==> src/rtl/mem_stage.sv <==
// mem_stage -- pipeline MEM stage.
//
// Sits directly downstream of the EX/MEM register. Holds a DEPTH-word data
// RAM, performs loads and stores, and uses a small wait-state FSM to stall
// the pipe for WAIT_CYCLES extra cycles per memory access. It also resolves
// branch-taken, captures the MEM/WB register and drives the write-back value
// back to EX forwarding and the register file.
//
// Optional build macro: MEM_RANGE_CHK_EN
//   When defined, accesses with ex_mem_result > DEPTH-1 do not write the RAM,
//   return read data 0, and set the sticky mem_addr_err output until reset.
//   When undefined, the word index is simply truncated with no check.
//
// Ports:
//   clk                 clock
//   rst_n               synchronous active-low reset
//   ex_mem_control_wb   [0] regwrite, [1] memtoreg
//   ex_mem_control_mem  [0] branch, [1] memread, [2] memwrite
//   ex_mem_result       ALU result / data address
//   ex_mem_store_data   store data
//   ex_mem_rd           destination register
//   ex_mem_zero         ALU zero flag
//   pc_src              branch taken (combinational)
//   mem_stall           freeze upstream pipeline registers while high
//   mem_wb_control_wb   registered WB control
//   mem_wb_rd           registered destination
//   mem_wb_read_data    registered load data
//   mem_wb_alu_result   registered ALU result
//   mem_addr_err        sticky out-of-range flag (MEM_RANGE_CHK_EN only)
//   wb_data             write-back value
//   wb_regwrite         write-back enable

module mem_stage #(
    parameter int unsigned DEPTH       = 64,
    parameter int unsigned WAIT_CYCLES = 1
) (
    input  logic        clk,
    input  logic        rst_n,
    input  logic [1:0]  ex_mem_control_wb,
    input  logic [2:0]  ex_mem_control_mem,
    input  logic [31:0] ex_mem_result,
    input  logic [31:0] ex_mem_store_data,
    input  logic [4:0]  ex_mem_rd,
    input  logic        ex_mem_zero,
    output logic        pc_src,
    output logic        mem_stall,
    output logic [1:0]  mem_wb_control_wb,
    output logic [4:0]  mem_wb_rd,
    output logic [31:0] mem_wb_read_data,
    output logic [31:0] mem_wb_alu_result,
`ifdef MEM_RANGE_CHK_EN
    output logic        mem_addr_err,
`endif
    output logic [31:0] wb_data,
    output logic        wb_regwrite
);

    localparam int unsigned AW    = (DEPTH > 1) ? $clog2(DEPTH) : 1;
    localparam int unsigned CNT_W = (WAIT_CYCLES > 1) ? $clog2(WAIT_CYCLES) : 1;
    // The IDLE cycle that detects the access is already the first stall
    // cycle, so WAIT only needs to count the remaining WAIT_CYCLES-1.
    localparam logic [CNT_W-1:0] CNT_LOAD =
        CNT_W'((WAIT_CYCLES > 0) ? WAIT_CYCLES - 1 : 0);

    typedef enum logic [0:0] {
        IDLE = 1'b0,
        WAIT = 1'b1
    } state_t;

    state_t            state_q, state_d;
    logic [CNT_W-1:0]  cnt_q, cnt_d;

    logic              memread;
    logic              memwrite;
    logic              access;
    logic              complete;
    logic              addr_ok;
    logic [AW-1:0]     idx;
    logic [31:0]       read_word;
    logic [31:0]       ram [DEPTH];

    assign memread  = ex_mem_control_mem[1];
    assign memwrite = ex_mem_control_mem[2];
    assign access   = memread | memwrite;
    assign idx      = ex_mem_result[AW-1:0];
    assign pc_src   = ex_mem_control_mem[0] & ex_mem_zero;

`ifdef MEM_RANGE_CHK_EN
    assign addr_ok  = (ex_mem_result < 32'(DEPTH));
`else
    assign addr_ok  = 1'b1;
`endif

    // Access completes on the first cycle it is present without a stall.
    assign complete = access & ~mem_stall;

    // ------------------------------------------------------------------
    // Wait-state FSM
    // ------------------------------------------------------------------
    always_ff @(posedge clk) begin
        if (!rst_n) begin
            state_q <= IDLE;
            cnt_q   <= '0;
        end else begin
            state_q <= state_d;
            cnt_q   <= cnt_d;
        end
    end

    always_comb begin
        state_d   = state_q;
        cnt_d     = cnt_q;
        mem_stall = 1'b0;
        unique case (state_q)
            IDLE: begin
                if (access && (WAIT_CYCLES > 0)) begin
                    state_d   = WAIT;
                    cnt_d     = CNT_LOAD;
                    mem_stall = 1'b1;
                end
            end
            WAIT: begin
                if (cnt_q != '0) begin
                    cnt_d     = cnt_q - CNT_W'(1);
                    mem_stall = 1'b1;
                end else begin
                    state_d   = IDLE;
                end
            end
            default: begin
                state_d = IDLE;
            end
        endcase
        // Held in reset the stage is idle; upstream must not see a stall.
        if (!rst_n) begin
            mem_stall = 1'b0;
        end
    end

    // ------------------------------------------------------------------
    // Data RAM (contents survive reset; a write pending at reset is dropped)
    // ------------------------------------------------------------------
    always_ff @(posedge clk) begin
        if (rst_n && complete && memwrite && addr_ok) begin
            ram[idx] <= ex_mem_store_data;
        end
    end

    // Read sees the pre-write contents of a same-cycle store.
    assign read_word = addr_ok ? ram[idx] : '0;

    // ------------------------------------------------------------------
    // MEM/WB register
    // ------------------------------------------------------------------
    always_ff @(posedge clk) begin
        if (!rst_n) begin
            mem_wb_control_wb <= '0;
            mem_wb_rd         <= '0;
            mem_wb_read_data  <= '0;
            mem_wb_alu_result <= '0;
        end else if (mem_stall) begin
            mem_wb_control_wb <= '0;
            mem_wb_rd         <= '0;
        end else begin
            mem_wb_control_wb <= ex_mem_control_wb;
            mem_wb_rd         <= ex_mem_rd;
            mem_wb_alu_result <= ex_mem_result;
            if (memread) begin
                mem_wb_read_data <= read_word;
            end
        end
    end

`ifdef MEM_RANGE_CHK_EN
    always_ff @(posedge clk) begin
        if (!rst_n) begin
            mem_addr_err <= 1'b0;
        end else if (complete && !addr_ok) begin
            mem_addr_err <= 1'b1;
        end
    end
`endif

    assign wb_data     = mem_wb_control_wb[1] ? mem_wb_read_data : mem_wb_alu_result;
    assign wb_regwrite = mem_wb_control_wb[0];

endmodule
==> config.mk <==
export PLATFORM = sky130hd
export DESIGN_NAME = mem_stage
export DESIGN_NICKNAME = d
export VERILOG_FILES = /design/src/rtl/mem_stage.sv
export SDC_FILE = /design/constraint.sdc
export NUM_CORES = 2
export LEC_CHECK = 0
export ABC_AREA = 1
export CAP_MARGIN = 20
export CORE_ASPECT_RATIO = 0.7
export CORE_MARGIN = 5
export CORE_UTILIZATION = 39
export DETAILED_ROUTE_END_ITERATION = 10
export SYNTH_ARGS = -nofsm -noshare
export SYNTH_HDL_FRONTEND = slang
export SYNTH_SLANG_ARGS = --single-unit
export TNS_END_PERCENT = 1
==> constraint.sdc <==
create_clock -name clk -period 4.39 [get_ports clk]
set_clock_uncertainty 0.15 [all_clocks]
set_input_delay 0.6585 -clock clk [delete_from_list [all_inputs] [get_ports clk]]
set_output_delay 0.6585 -clock clk [all_outputs]
set_load 0.005 [all_outputs]
==> flow_summary_export.csv <==
group,metric,value,unit
global_routing,grtUsageTotal,22.8,%
synth,synth_area_per_cell,11.0,um^2
clock_tree,cts_made_buffers,208,
critical_path,path_class,"reg -> out",
floorplan,io_pins,183,
power,pwr-share-clk,41.2,%
synth,async_flop_share,0,%
drt,via_per_inst,5.13,
global_routing,grtUsageMet3,4.69,%
timing,finalCritPeriodShare,78.7,%
synth,ys_seq_area_share,71.0,%
synth,yosys_warnings,0,
clock_tree,hold_buffers,1,
critical_path,critPathCaptureType,"output port",
clock_tree,cts.sinks,2120,
timing,fin_setup_tns,0,ns
place,place.gp.congestion,0.866,
global_routing,grt_first_pass_wirelength,395000,um
min_path,hold_class,"in -> reg",
layout,nFillCells,20500,
critical_path,cp.arrival,2.65,ns
synth,synth_edf_count,2048,
clock_tree,clk_latency,0.85,ns
critical_path,cp_max_fo,65,
timing,drv_slew,0,
clock_tree,ctsResizeCount,0,
timing,timing.fmax,0.289,GHz
floorplan,dieArea,0.237,mm^2
clock_tree,post_cts_buffers,0,
global_routing,grt_busiest_layer,"met1",
clock_tree,cts_tree,"built",
synth,netlist_area,0.0886,mm^2
power,comb_power_share,5.9,%
layout,syn_to_final_growth,16.1,%
global_routing,first_global_vias,55200,
synth,ys_ff_latch,2120,
power,p_sw,9.50,mW
drt,ant_nets,0,
drt,routed_wl,278000,um
power,p_total,42.3,mW
floorplan,die-width,580,um
run,drv_cap,0,
clock_tree,clock_path_buffers,4,
floorplan,initial_core_util,39.2,%
drt,wl_per_cell,24.1,um
clock_tree,root_buffer,"clkbuf_16",
global_routing,grt-ovfl-total,0,
timing,relSlewSlack,22.4,%
drt,drc,0,
synth,syn_nets,8112,
timing,min_period,3.45,ns
timing,finalSetupViolCount,0,
power,p_int,32.8,mW
power,peakVddDrop,0.322,mV
synth,netlist_instances,8035,
floorplan,die_h,409,um
global_routing,gr-usage-met1,33.9,%
global_routing,antenna_found_initial,23,
floorplan,rows,146,
layout,drive_above_1_share,11.7,%
critical_path,startpoint_type,"flip-flop",
outcome,status,"finished clean",
timing,hold_viol_final,0,
floorplan,core_area,0.226,mm^2
synth,synth_cell_types,25,
power,power.density,411,mW/mm^2
place,io_buffer_count,182,
layout,nets,8408,
critical_path,cp.required,3.58,ns
clock_tree,cts_max_level,4,
drt,detail_route.iter0.violations,8384,
drt,dr.pass1.iters,6,
place,post-dp-hpwl,167000,um
clock_tree,clk_pin_slew,0.06,ns
power,p_seq_share,52.9,%
drt,routed-via-count,59200,
global_routing,use_met2,33.7,%
timing,worst_slew_pin_slew,1.16,ns
power,p_leak,41.0,nW
global_routing,grt_max_degree,163,
power,p_sw_share,22.5,%
timing,rsz0062_at_grt,"false",
synth,synthFlopType,"edfxtp_1",
-- layout by cell type (no fill, tap or decap), types with 26 or more instances in the layout --
cell type,Yosys,final
edfxtp_1,2048,2048
nand2_1,1940,1939
inv_1,1269,1269
nand3_1,722,721
nor2_1,584,519
o21ai_0,313,313
or2_2,304,304
clkbuf_16,0,209
o21ai_1,176,176
buf_4,23,172
clkdlybuf4s50_1,0,148
o211ai_1,145,145
buf_12,0,120
dfxtp_1,72,71
nor2_4,0,67
clkbuf_1,127,57
clkinv_1,1,37
a21oi_1,32,32
buf_2,200,32
clkinv_2,0,26
-- metrics by stage --
stage | utilization (%) | hold slack, ns | area [um^2] | setup slack (ns) | cells
global route | 45.5 | 0.0976 | 103000 | 0.781 | 11500
global placement | 42.6 | 0.322 | 96300 | 0.368 | 11200
floorplan | - | 0.327 | 88600 | 0.758 | 8035
CTS | 45.5 | 0.0851 | 103000 | 0.800 | 11500
finish | 45.5 | 0.137 | 103000 | 0.935 | 11500
detailed placement | 42.6 | 0.332 | 96300 | 0.395 | 11200
-- logic make-up (layout without fill, tap and decap cells) --
| kind of cell | after synthesis | count (layout) | share of synthesized area (%) |
|---|---|---|---|
| buffers and inverters | 1663 | 2122 | 7.63 |
| and+or+nand+nor | 3580 | 3580 | 17.1 |
| DFF | 2120 | 2120 | 71.0 |
| other | 0 | 12 | 0 |
| AOI/OAI and AO/OA | 672 | 672 | 4.21 |
-- cells in the mapped netlist, types with 18 or more instances --
master | number | area share (%)
buf_6 | 21 | 0.27
or2_2 | 304 | 2.1
o211ai_1 | 145 | 1.2
o21ai_1 | 176 | 0.99
or2_0 | 18 | 0.13
nand3_1 | 722 | 4.1
buf_2 | 200 | 1.1
dfxtp_1 | 72 | 1.6
nand2_1 | 1940 | 8.2
inv_1 | 1269 | 5.4
buf_4 | 23 | 0.19
o21ai_0 | 313 | 1.8
clkbuf_1 | 127 | 0.54
edfxtp_1 | 2048 | 69
nor2_1 | 584 | 2.5
a21oi_1 | 32 | 0.18
-- worst max-delay path: stages, from the launching register on --
cell             delay, ns
dfxtp_4               0.89
nand2_1               0.21
o21ai_0               0.13
clkdlybuf4s50_1       0.53
-- metal layers --
layer,vias to the layer above,routed length [um]
met5,-,24
met4,4,8900
met3,424,29700
met2,2955,119000
met1,28800,120000
li1,27000,-
-- worst paths after layout --
check / startpoint / endpoint / slack [ns] / depth (start not counted)
max: mem_wb_control_wb[1] / wb_data[14] / 0.94 / 3
min: ex_mem_store_data[26] / ram[11][26] / 0.14 / 1
min reg2reg: mem_wb_alu_result[19] / mem_wb_alu_result[19] / 0.34 / 2
max reg2reg: state_q / mem_wb_read_data[4] / 1.64 / 9
-- power by group through the flow --
stage               clock [mW]  sequential, mW  combinational, mW
floorplan                    0            22.7               1.16
global placement             0            22.8               2.44
detailed placement           0            22.8               2.46
CTS                       17.7            22.4               2.47
global route              18.6            22.3               2.69
finish                    17.4            22.3               2.50
-- state kept, by name (all words and copies together), names as in the netlist --
name / flops
mem_wb_read_data: 32
mem_wb_control_wb: 2
ram: 2048
mem_wb_rd: 5
state_q: 1
mem_wb_alu_result: 32
-- area by class of cell --
class                      instances  area [um^2]  share of cell area [%]
antenna                           12         30.0                  0.0292
tap                             3034         3800                    3.69
clock buffer                     281         5650                    5.49
multi-input combinational       4252        19500                    18.9
sequential                      2120        62900                    61.2
timing repair buffer             475         5370                    5.22
clock inverter                    92          861                   0.837
inverter                        1274         4800                    4.66
(Power assumes the default switching activity.)
